File: src/rtl/alu_exec_pkg.sv
// Shared bus widths, op encodings and write-back entry layout for the ALU
// execution / write-back slice.
package alu_exec_pkg;

  localparam int unsigned DATA_W      = 32;
  localparam int unsigned TAG_W       = 5;
  localparam int unsigned OP_W        = 5;
  localparam int unsigned ADDR_W      = 32;
  localparam int unsigned BTAG_W      = 4;
  localparam int unsigned BNUM_W      = 2;
  localparam int unsigned ALUbufDepth = 2;

  typedef logic [DATA_W-1:0] data_bus_t;
  typedef logic [TAG_W-1:0]  tag_bus_t;
  typedef logic [OP_W-1:0]   op_bus_t;
  typedef logic [ADDR_W-1:0] inst_addr_bus_t;
  typedef logic [BTAG_W-1:0] branch_tag_bus_t;
  typedef logic [BNUM_W-1:0] branch_num_t;

  localparam tag_bus_t  tagFree  = '0;
  localparam data_bus_t dataFree = '0;
  localparam logic      Enable   = 1'b1;
  localparam logic      Disable  = 1'b0;

  typedef enum logic [OP_W-1:0] {
    OP_NOP   = 5'd0,
    OP_ADD   = 5'd1,
    OP_SUB   = 5'd2,
    OP_SLL   = 5'd3,
    OP_SLT   = 5'd4,
    OP_SLTU  = 5'd5,
    OP_XOR   = 5'd6,
    OP_SRL   = 5'd7,
    OP_SRA   = 5'd8,
    OP_OR    = 5'd9,
    OP_AND   = 5'd10,
    OP_LUI   = 5'd11,
    OP_AUIPC = 5'd12,
    OP_JAL   = 5'd13,
    OP_JALR  = 5'd14
  } op_e;

  typedef struct packed {
    tag_bus_t        tag;
    data_bus_t       data;
    branch_tag_bus_t mask;
  } wb_entry_t;

  // A speculative result dies when its branch slot resolves as mispredicted.
  function automatic logic is_killed(input branch_tag_bus_t mask, input logic mis_taken,
                                     input logic b_free_en, input branch_num_t b_free_num);
    return mis_taken & b_free_en & mask[b_free_num];
  endfunction

  function automatic branch_tag_bus_t untag(input branch_tag_bus_t mask,
                                            input branch_num_t b_free_num);
    return mask & ~(BTAG_W'(1) << b_free_num);
  endfunction

endpackage

File: src/rtl/alu_exec_core.sv
// Combinational RV32I integer op evaluation.
module alu_core
  import alu_exec_pkg::*;
(
  input  logic [OP_W-1:0]   opCode,
  input  logic [DATA_W-1:0] operandO,
  input  logic [DATA_W-1:0] operandT,
  input  logic [ADDR_W-1:0] instAddr,
  output logic [DATA_W-1:0] result_c
);

  logic [4:0] shamt;

  assign shamt = operandT[4:0];

  always_comb begin
    result_c = dataFree;
    case (opCode)
      OP_ADD:   result_c = operandO + operandT;
      OP_SUB:   result_c = operandO - operandT;
      OP_SLL:   result_c = operandO << shamt;
      OP_SLT:   result_c = DATA_W'($signed(operandO) < $signed(operandT));
      OP_SLTU:  result_c = DATA_W'(operandO < operandT);
      OP_XOR:   result_c = operandO ^ operandT;
      OP_SRL:   result_c = operandO >> shamt;
      OP_SRA:   result_c = DATA_W'($signed(operandO) >>> shamt);
      OP_OR:    result_c = operandO | operandT;
      OP_AND:   result_c = operandO & operandT;
      OP_LUI:   result_c = operandT;
      OP_AUIPC: result_c = DATA_W'(instAddr + ADDR_W'(operandT));
      OP_JAL,
      OP_JALR:  result_c = DATA_W'(instAddr + ADDR_W'(4));
      default:  result_c = dataFree;
    endcase
  end

endmodule

File: src/rtl/alu_exec.sv
// ALU execution and write-back: computes results and holds them in a
// 2-entry buffer until the CDB arbiter grants the result bus.
module alu_exec
  import alu_exec_pkg::*;
(
  input  logic                clk,
  input  logic                rst,
  input  logic                rdy,
  input  logic                ALUworkEn,
  input  logic [DATA_W-1:0]   operandO,
  input  logic [DATA_W-1:0]   operandT,
  input  logic [OP_W-1:0]     opCode,
  input  logic [TAG_W-1:0]    wrtTag,
  input  logic [ADDR_W-1:0]   instAddr,
  input  logic [BTAG_W-1:0]   instBranchTag,
  input  logic                cdbGrant,
  input  logic                bFreeEn,
  input  logic [BNUM_W-1:0]   bFreeNum,
  input  logic                misTaken,
  output logic                enALUwrt,
  output logic [TAG_W-1:0]    ALUtag,
  output logic [DATA_W-1:0]   ALUdata,
  output logic                aluStall,
  output logic                aluOvf
);

  wb_entry_t   wb_q [ALUbufDepth];
  wb_entry_t   wb_d [ALUbufDepth];
  logic [1:0]  count_q;
  logic [1:0]  count_d;
  logic        ovf_set;
  logic        head_vis;
  logic        pop;
  logic        push_req;
  logic        untag_en;
  logic [DATA_W-1:0] result;
  wb_entry_t   in_entry;

  alu_core u_core (
    .opCode   (opCode),
    .operandO (operandO),
    .operandT (operandT),
    .instAddr (instAddr),
    .result_c (result)
  );

  // Head is hidden the same cycle its branch resolves as mispredicted.
  assign head_vis = rdy & (count_q != 2'd0)
                  & ~is_killed(wb_q[0].mask, misTaken, bFreeEn, bFreeNum);
  assign pop      = head_vis & cdbGrant;
  assign push_req = ALUworkEn & ~is_killed(instBranchTag, misTaken, bFreeEn, bFreeNum);
  assign untag_en = bFreeEn & ~misTaken;
  assign ovf_set  = rdy & push_req & (count_q == 2'd2) & ~pop;

  assign enALUwrt = head_vis;
  assign ALUtag   = head_vis ? wb_q[0].tag  : tagFree;
  assign ALUdata  = head_vis ? wb_q[0].data : dataFree;
  assign aluStall = (count_q == 2'd2);

  always_comb begin
    in_entry.tag  = wrtTag;
    in_entry.data = result;
    in_entry.mask = untag_en ? untag(instBranchTag, bFreeNum) : instBranchTag;
  end

  // Drop popped/killed entries, compact survivors to the head, then append.
  always_comb begin
    wb_entry_t e;
    wb_d[0] = '0;
    wb_d[1] = '0;
    count_d = 2'd0;
    e       = '0;
    for (int i = 0; i < ALUbufDepth; i++) begin
      e = wb_q[i];
      if ((2'(i) < count_q) && !(i == 0 && pop)
          && !is_killed(e.mask, misTaken, bFreeEn, bFreeNum)) begin
        if (untag_en) e.mask = untag(e.mask, bFreeNum);
        wb_d[count_d[0]] = e;
        count_d = count_d + 2'd1;
      end
    end
    if (push_req && !((count_q == 2'd2) && !pop)) begin
      wb_d[count_d[0]] = in_entry;
      count_d = count_d + 2'd1;
    end
  end

  always_ff @(posedge clk or negedge rst) begin
    if (!rst) begin
      count_q <= 2'd0;
      wb_q[0] <= '0;
      wb_q[1] <= '0;
      aluOvf  <= 1'b0;
    end else if (rdy) begin
      count_q <= count_d;
      wb_q[0] <= wb_d[0];
      wb_q[1] <= wb_d[1];
      if (ovf_set) aluOvf <= 1'b1;
    end
  end

endmodule

File: config.mk
export PLATFORM = sky130hd
export DESIGN_NAME = alu_exec
export DESIGN_NICKNAME = d
export VERILOG_FILES = /design/src/rtl/alu_exec_pkg.sv /design/src/rtl/alu_exec_core.sv /design/src/rtl/alu_exec.sv
export SDC_FILE = /design/constraint.sdc
export NUM_CORES = 1
export LEC_CHECK = 0
export CAP_MARGIN = 25
export CORE_MARGIN = 3
export CORE_UTILIZATION = 54
export DETAILED_ROUTE_END_ITERATION = 7
export GPL_TIMING_DRIVEN = 0
export PLACE_DENSITY = 0.8
export SKIP_LAST_GASP = 1
export SLEW_MARGIN = 10
export SYNTH_ARGS = -nofsm -noshare
export SYNTH_HDL_FRONTEND = slang
export SYNTH_SLANG_ARGS = --single-unit
File: constraint.sdc
create_clock -name clk -period 2.7 [get_ports clk]
set_input_delay 0.27 -clock clk [delete_from_list [all_inputs] [get_ports clk]]
set_output_delay 0.27 -clock clk [all_outputs]
set_load 0.005 [all_outputs]
==> out/metrics.yaml, run 1 <==
outcome:
  status: "aborted with a tool error"
  stop_stage: "global routing"
  error: "[ERROR GRT-0232] Routing congestion too high. Check the congestion heatmap in the GUI."
cts:
  cts_max_path_buffers: 2
  clkSinkCount: 85
  cts_max_level: 3
  root_buffer: "clkbuf_16"
  cts_buffers: 9
yosys:
  synthTopCellsByArea: "dfrtp_1 (14%), ha_1 (11%), mux4_2 (5.9%)"
  synthFlopType: "dfrtp_1"
  synthArstFlopShare_pct: 100
  synth_common_cells: "nand2_1 (211), nor2_1 (177), o21ai_0 (163)"
  yosysWarnings: 0
  synth_area_mm2: 0.0157
  synthDistinctLibCells: 96
  synth_fp_nets: 2342
  yosysMostFrequentCell: "nand2_1"
  postSynthAreaPerCell_um2: 7.53
  yosysSeqAreaShare_pct: 13.6
  synth_top_area_share_pct: 13.6
  synthCells: 2083
  synth_largest_area_cell: "dfrtp_1"
  ys_ff_latch: 85
  synth_edf_count: 0
grt:
  grt_overflow: 207
  grt_usage_pct: 81.2
  grt_max_degree: 60
placed_design:
  gp_congestion: 1.20
  numPortBuffers: 153
  hpwl_um: 67600
floorplanning:
  io_pins: 159
  die_x_um: 176
  start_util_pct: 55.7
  die_height_um: 176
  rows: 61
sta:
  grt-worst-endpoint: "wb_q[73]$_DFFE_PN0P_/D"
  worst_path_end_type: "register data pin"
## metrics by stage
step	setup slack (ns)	area (um2)	setup TNS [ns]	std cells
after floorplan	-0.717	16000	-23.72	2083
after global placement	-2.56	18000	-259.02	2614
after detailed placement	-2.68	18100	-142.47	2616
after CTS	-0.738	21000	-29.90	2765
## routing by layer
metal,track usage [%],GRT overflow
met2,94.5,119
met5,38.1,0
met3,69.9,4
met4,80.3,83
met1,81.2,1
## logic make-up after synthesis
| logic type | synth area share (%) |
|---|---|
| XOR/XNOR | 4.24 |
| AND/OR/NAND/NOR | 21.1 |
| buffers and inverters | 7.76 |
| flip-flops | 13.6 |
| multiplexers | 12.0 |
| AO/OA/AOI/OAI | 30.1 |
| adder cells (fa/ha/maj) | 11.3 |
## what timing repair did
| action | in CTS |
|---|---|
| cloned | 3 |
| hold endpoints to repair | 26 |
| hold buffers | 1 |
| buffers inserted | 139 |
| resized for setup | 520 |
| endpoints found under the setup margin | 118 |
| pin swaps | 127 |
==> run 2, diff against run 1 <==
Settings changed: CORE_UTILIZATION 54 to 40, PLACE_DENSITY 0.8 to unset, PLACE_DENSITY_LB_ADDON set to 0.15.
Clock period 2.7 ns to 3.5 ns, I/O delays scaled along.
==> run 2 against run 1 <==
Against the previous run:
- the flow now finishes, with violations (setup timing)
- synthesized cell count did not move
- synthesized area unchanged
==> out/metrics.yaml, run 2 <==
outcome:
  status: "finished with violations"
  failed_checks: "setup timing"
yosys:
  yosysWarnings: 0  # unchanged
  synth_edf_count: 0  # unchanged
  synth_largest_area_cell: "dfrtp_1"
  synth_fp_nets: 2342  # unchanged
  synth_area_mm2: 0.0157  # unchanged
  synthFlopType: "dfrtp_1"
  yosysSeqAreaShare_pct: 13.6  # unchanged
  yosysMostFrequentCell: "nand2_1"
  synthArstFlopShare_pct: 100  # unchanged
  synth_common_cells: "nand2_1 (211), nor2_1 (177), o21ai_0 (163)"
  postSynthAreaPerCell_um2: 7.53  # unchanged
  synth_top_area_share_pct: 13.6  # unchanged
  synthDistinctLibCells: 96  # unchanged
  synthCells: 2083  # unchanged
  ys_ff_latch: 85  # unchanged
  synthTopCellsByArea: "dfrtp_1 (14%), ha_1 (11%), mux4_2 (5.9%)"
sta:
  fmax_mhz: 274
  fin_crit_sh_pct: 104
  relSlewSlack_pct: 23.8
  min_period_ns: 3.66
  drv_slew: 0
  worst_slew_pin_slew_ns: 1.14
  setup_tns_ns: -2.64
  finalWorstSetupSlack_ns: -0.156
  hold_viol: 0
  whs_ns: 0.402
  rsz0062_at_grt: "true"
  clock_skew_ns: 0.00762
  setup_viol: 37
hold_path:
  hold_class: "in2reg"
  whs_path_depth: 3
drt:
  dr.pass1.iters: 6
  vias: 19800
  wire_per_inst_um: 33.0
  wirelength_um: 94500
  drcViolationCount: 0
  antenna_left: 0
  drt_iter0_markers: 2581
  vias_per_cell: 6.92
floorplanning:
  start_util_pct: 41.2  # -15 points
  rows: 71  # +16%
  core_area_mm2: 0.0381
  io_pins: 159  # unchanged
  die_x_um: 204  # +16%
  die_height_um: 204  # +16%
  dieArea_mm2: 0.0416
layout:
  nets: 2607
  final_cells: 2866
  top_regs: "wb_q x82, count_q x2, aluOvf x1"
  final_common_cell: "nand2_1"
  synthToLayoutAreaGrowth_pct: 31.6
  regMostFlops: "wb_q"
  largest_reg_flops: 82
  mostFrequentLayoutCells: "nand2_1 (198), nor2_1 (168), buf_4 (116), clkdlybuf4s50_1 (114)"
  drive_gt1_share_pct: 22.9
  final_util_pct: 54.2
grt:
  use_met1_pct: 51.6
  grt_max_degree: 60
  grt_pass1_wl_um: 132000
  grt_overflow: 0
  antenna_found_initial: 2
  use_met3_pct: 8.89
  grt_usage_pct: 43.3
  grt_pass1_vias: 19200
  grt_busiest_layer: "met2"
  grt_use_met2_pct: 70.0
critical_path:
  r2r_cells: 11
  start_kind: "input pin"
  cp.arrival_ns: 3.91
  endpoint_kind: "flip-flop"
  required_ns: 3.76
  critical_path.max_fanout: 10
  worst-setup-path-type: "in2reg"
cts:
  cts_tree: "yes"
  clkSlewWorstSetupHoldPaths_ns: 0.07
  clkLatencyLatePin_ns: 0.34
  cts_max_path_buffers: 2  # unchanged
  cts_max_level: 3  # unchanged
  cts_buffers: 9  # unchanged
  root_buffer: "clkbuf_16"
  clkSinkCount: 85  # unchanged
job:
  maxCapViolCount: 0
placed_design:
  numPortBuffers: 153  # unchanged
  place_inst: 2752  # +5.2%
  gp_congestion: 1.12  # -6.2%
  hpwl_um: 74100  # +9.5%
pwr:
  p_leak_nw: 8.61
  p_per_area_mw_per_mm2: 318
  fin_total_pwr_mw: 6.57
  ir_drop_v: 0.000265
-- run 2: kinds of logic (layout without fill, tap and decap cells) --
| group | after synthesis | count (layout) | synth area share [%] |
|---|---|---|---|
| AO/OA/AOI/OAI | 699 | 699 | 30.1 |
| buffers and inverters | 264 | 534 | 7.76 |
| adder cells (fa/ha/maj) | 140 | 140 | 11.3 |
| multiplexers | 130 | 130 | 12.0 |
| other | 0 | 2 | 0 |
| flip-flops | 85 | 85 | 13.6 |
| AND/OR/NAND/NOR | 689 | 689 | 21.1 |
| XOR/XNOR | 76 | 76 | 4.24 |
-- run 2: final timing paths --
| check | from | end | slack [ns] |
|---|---|---|---|
| max | opCode[3] | wb_q[19] | -0.16 |
| min | bFreeNum[0] | wb_q[1] | 0.40 |
| max reg2reg | wb_q[44] | wb_q[45] | 0.17 |
| min reg2reg | aluOvf | aluOvf | 0.48 |
| max in group asynchronous | rst | wb_q[41] | 2.38 |
| min in group asynchronous | rst | wb_q[8] | 0.49 |
-- run 2: what timing repair did --
| item | CTS | global route |
|---|---|---|
| endpoints found under the hold margin | 26 | 0 |
| pin swaps | 58 | 74 |
| cloned | 0 | 1 |
| endpoints found under the setup margin | 82 | 79 |
| hold buffers | 1 | 0 |
| resized for setup | 298 | 186 |
| setup buffers | 68 | 41 |
-- run 2: where the power goes --
part	internal [mW]	switching, mW	total (mW)
Clock	0.770	0.394	1.16
Sequential	1.25	0.167	1.42
Combinational	1.58	2.41	3.99
-- run 2: layout make-up --
type | instances | area (um2)
clock buffers | 10 | 229
inverters | 107 | 423
multi-input cells | 1734 | 13600
well taps | 511 | 639
plain buffers | 142 | 1040
clock inverters | 6 | 135
diodes | 2 | 5.00
flip-flops and latches | 85 | 2130
repair buffers | 269 | 2490
fillers | 3621 | 17500
-- run 2: metrics by stage --
stage / cell area (um2) / worst slack [ns]
6_report: 20600 / -0.156
5_1_grt: 20600 / -0.214
4_1_cts: 19800 / -0.0775
3_5_place_dp: 18000 / -2.18
3_3_place_gp: 18000 / -2.30
2_1_floorplan: 15800 / -0.0127
-- run 2: worst max-delay path, stage by stage --
cell      delay, ns
buf_8          0.10
buf_6          0.10
buf_4          0.12
buf_4          0.18
nor3b_1        0.24
o21a_1         0.33
buf_2          0.48
buf_1          0.77
clkbuf_1       0.71
a221oi_1       0.28
o21ai_0        0.21
-- run 2: metal layers --
layer / up-vias / wire length (um)
met5: - / 13
met4: 2 / 8250
met3: 428 / 10100
met2: 1501 / 42100
met1: 9604 / 34100
li1: 8312 / -
Note: power is estimated with default switching activity, not from simulation.
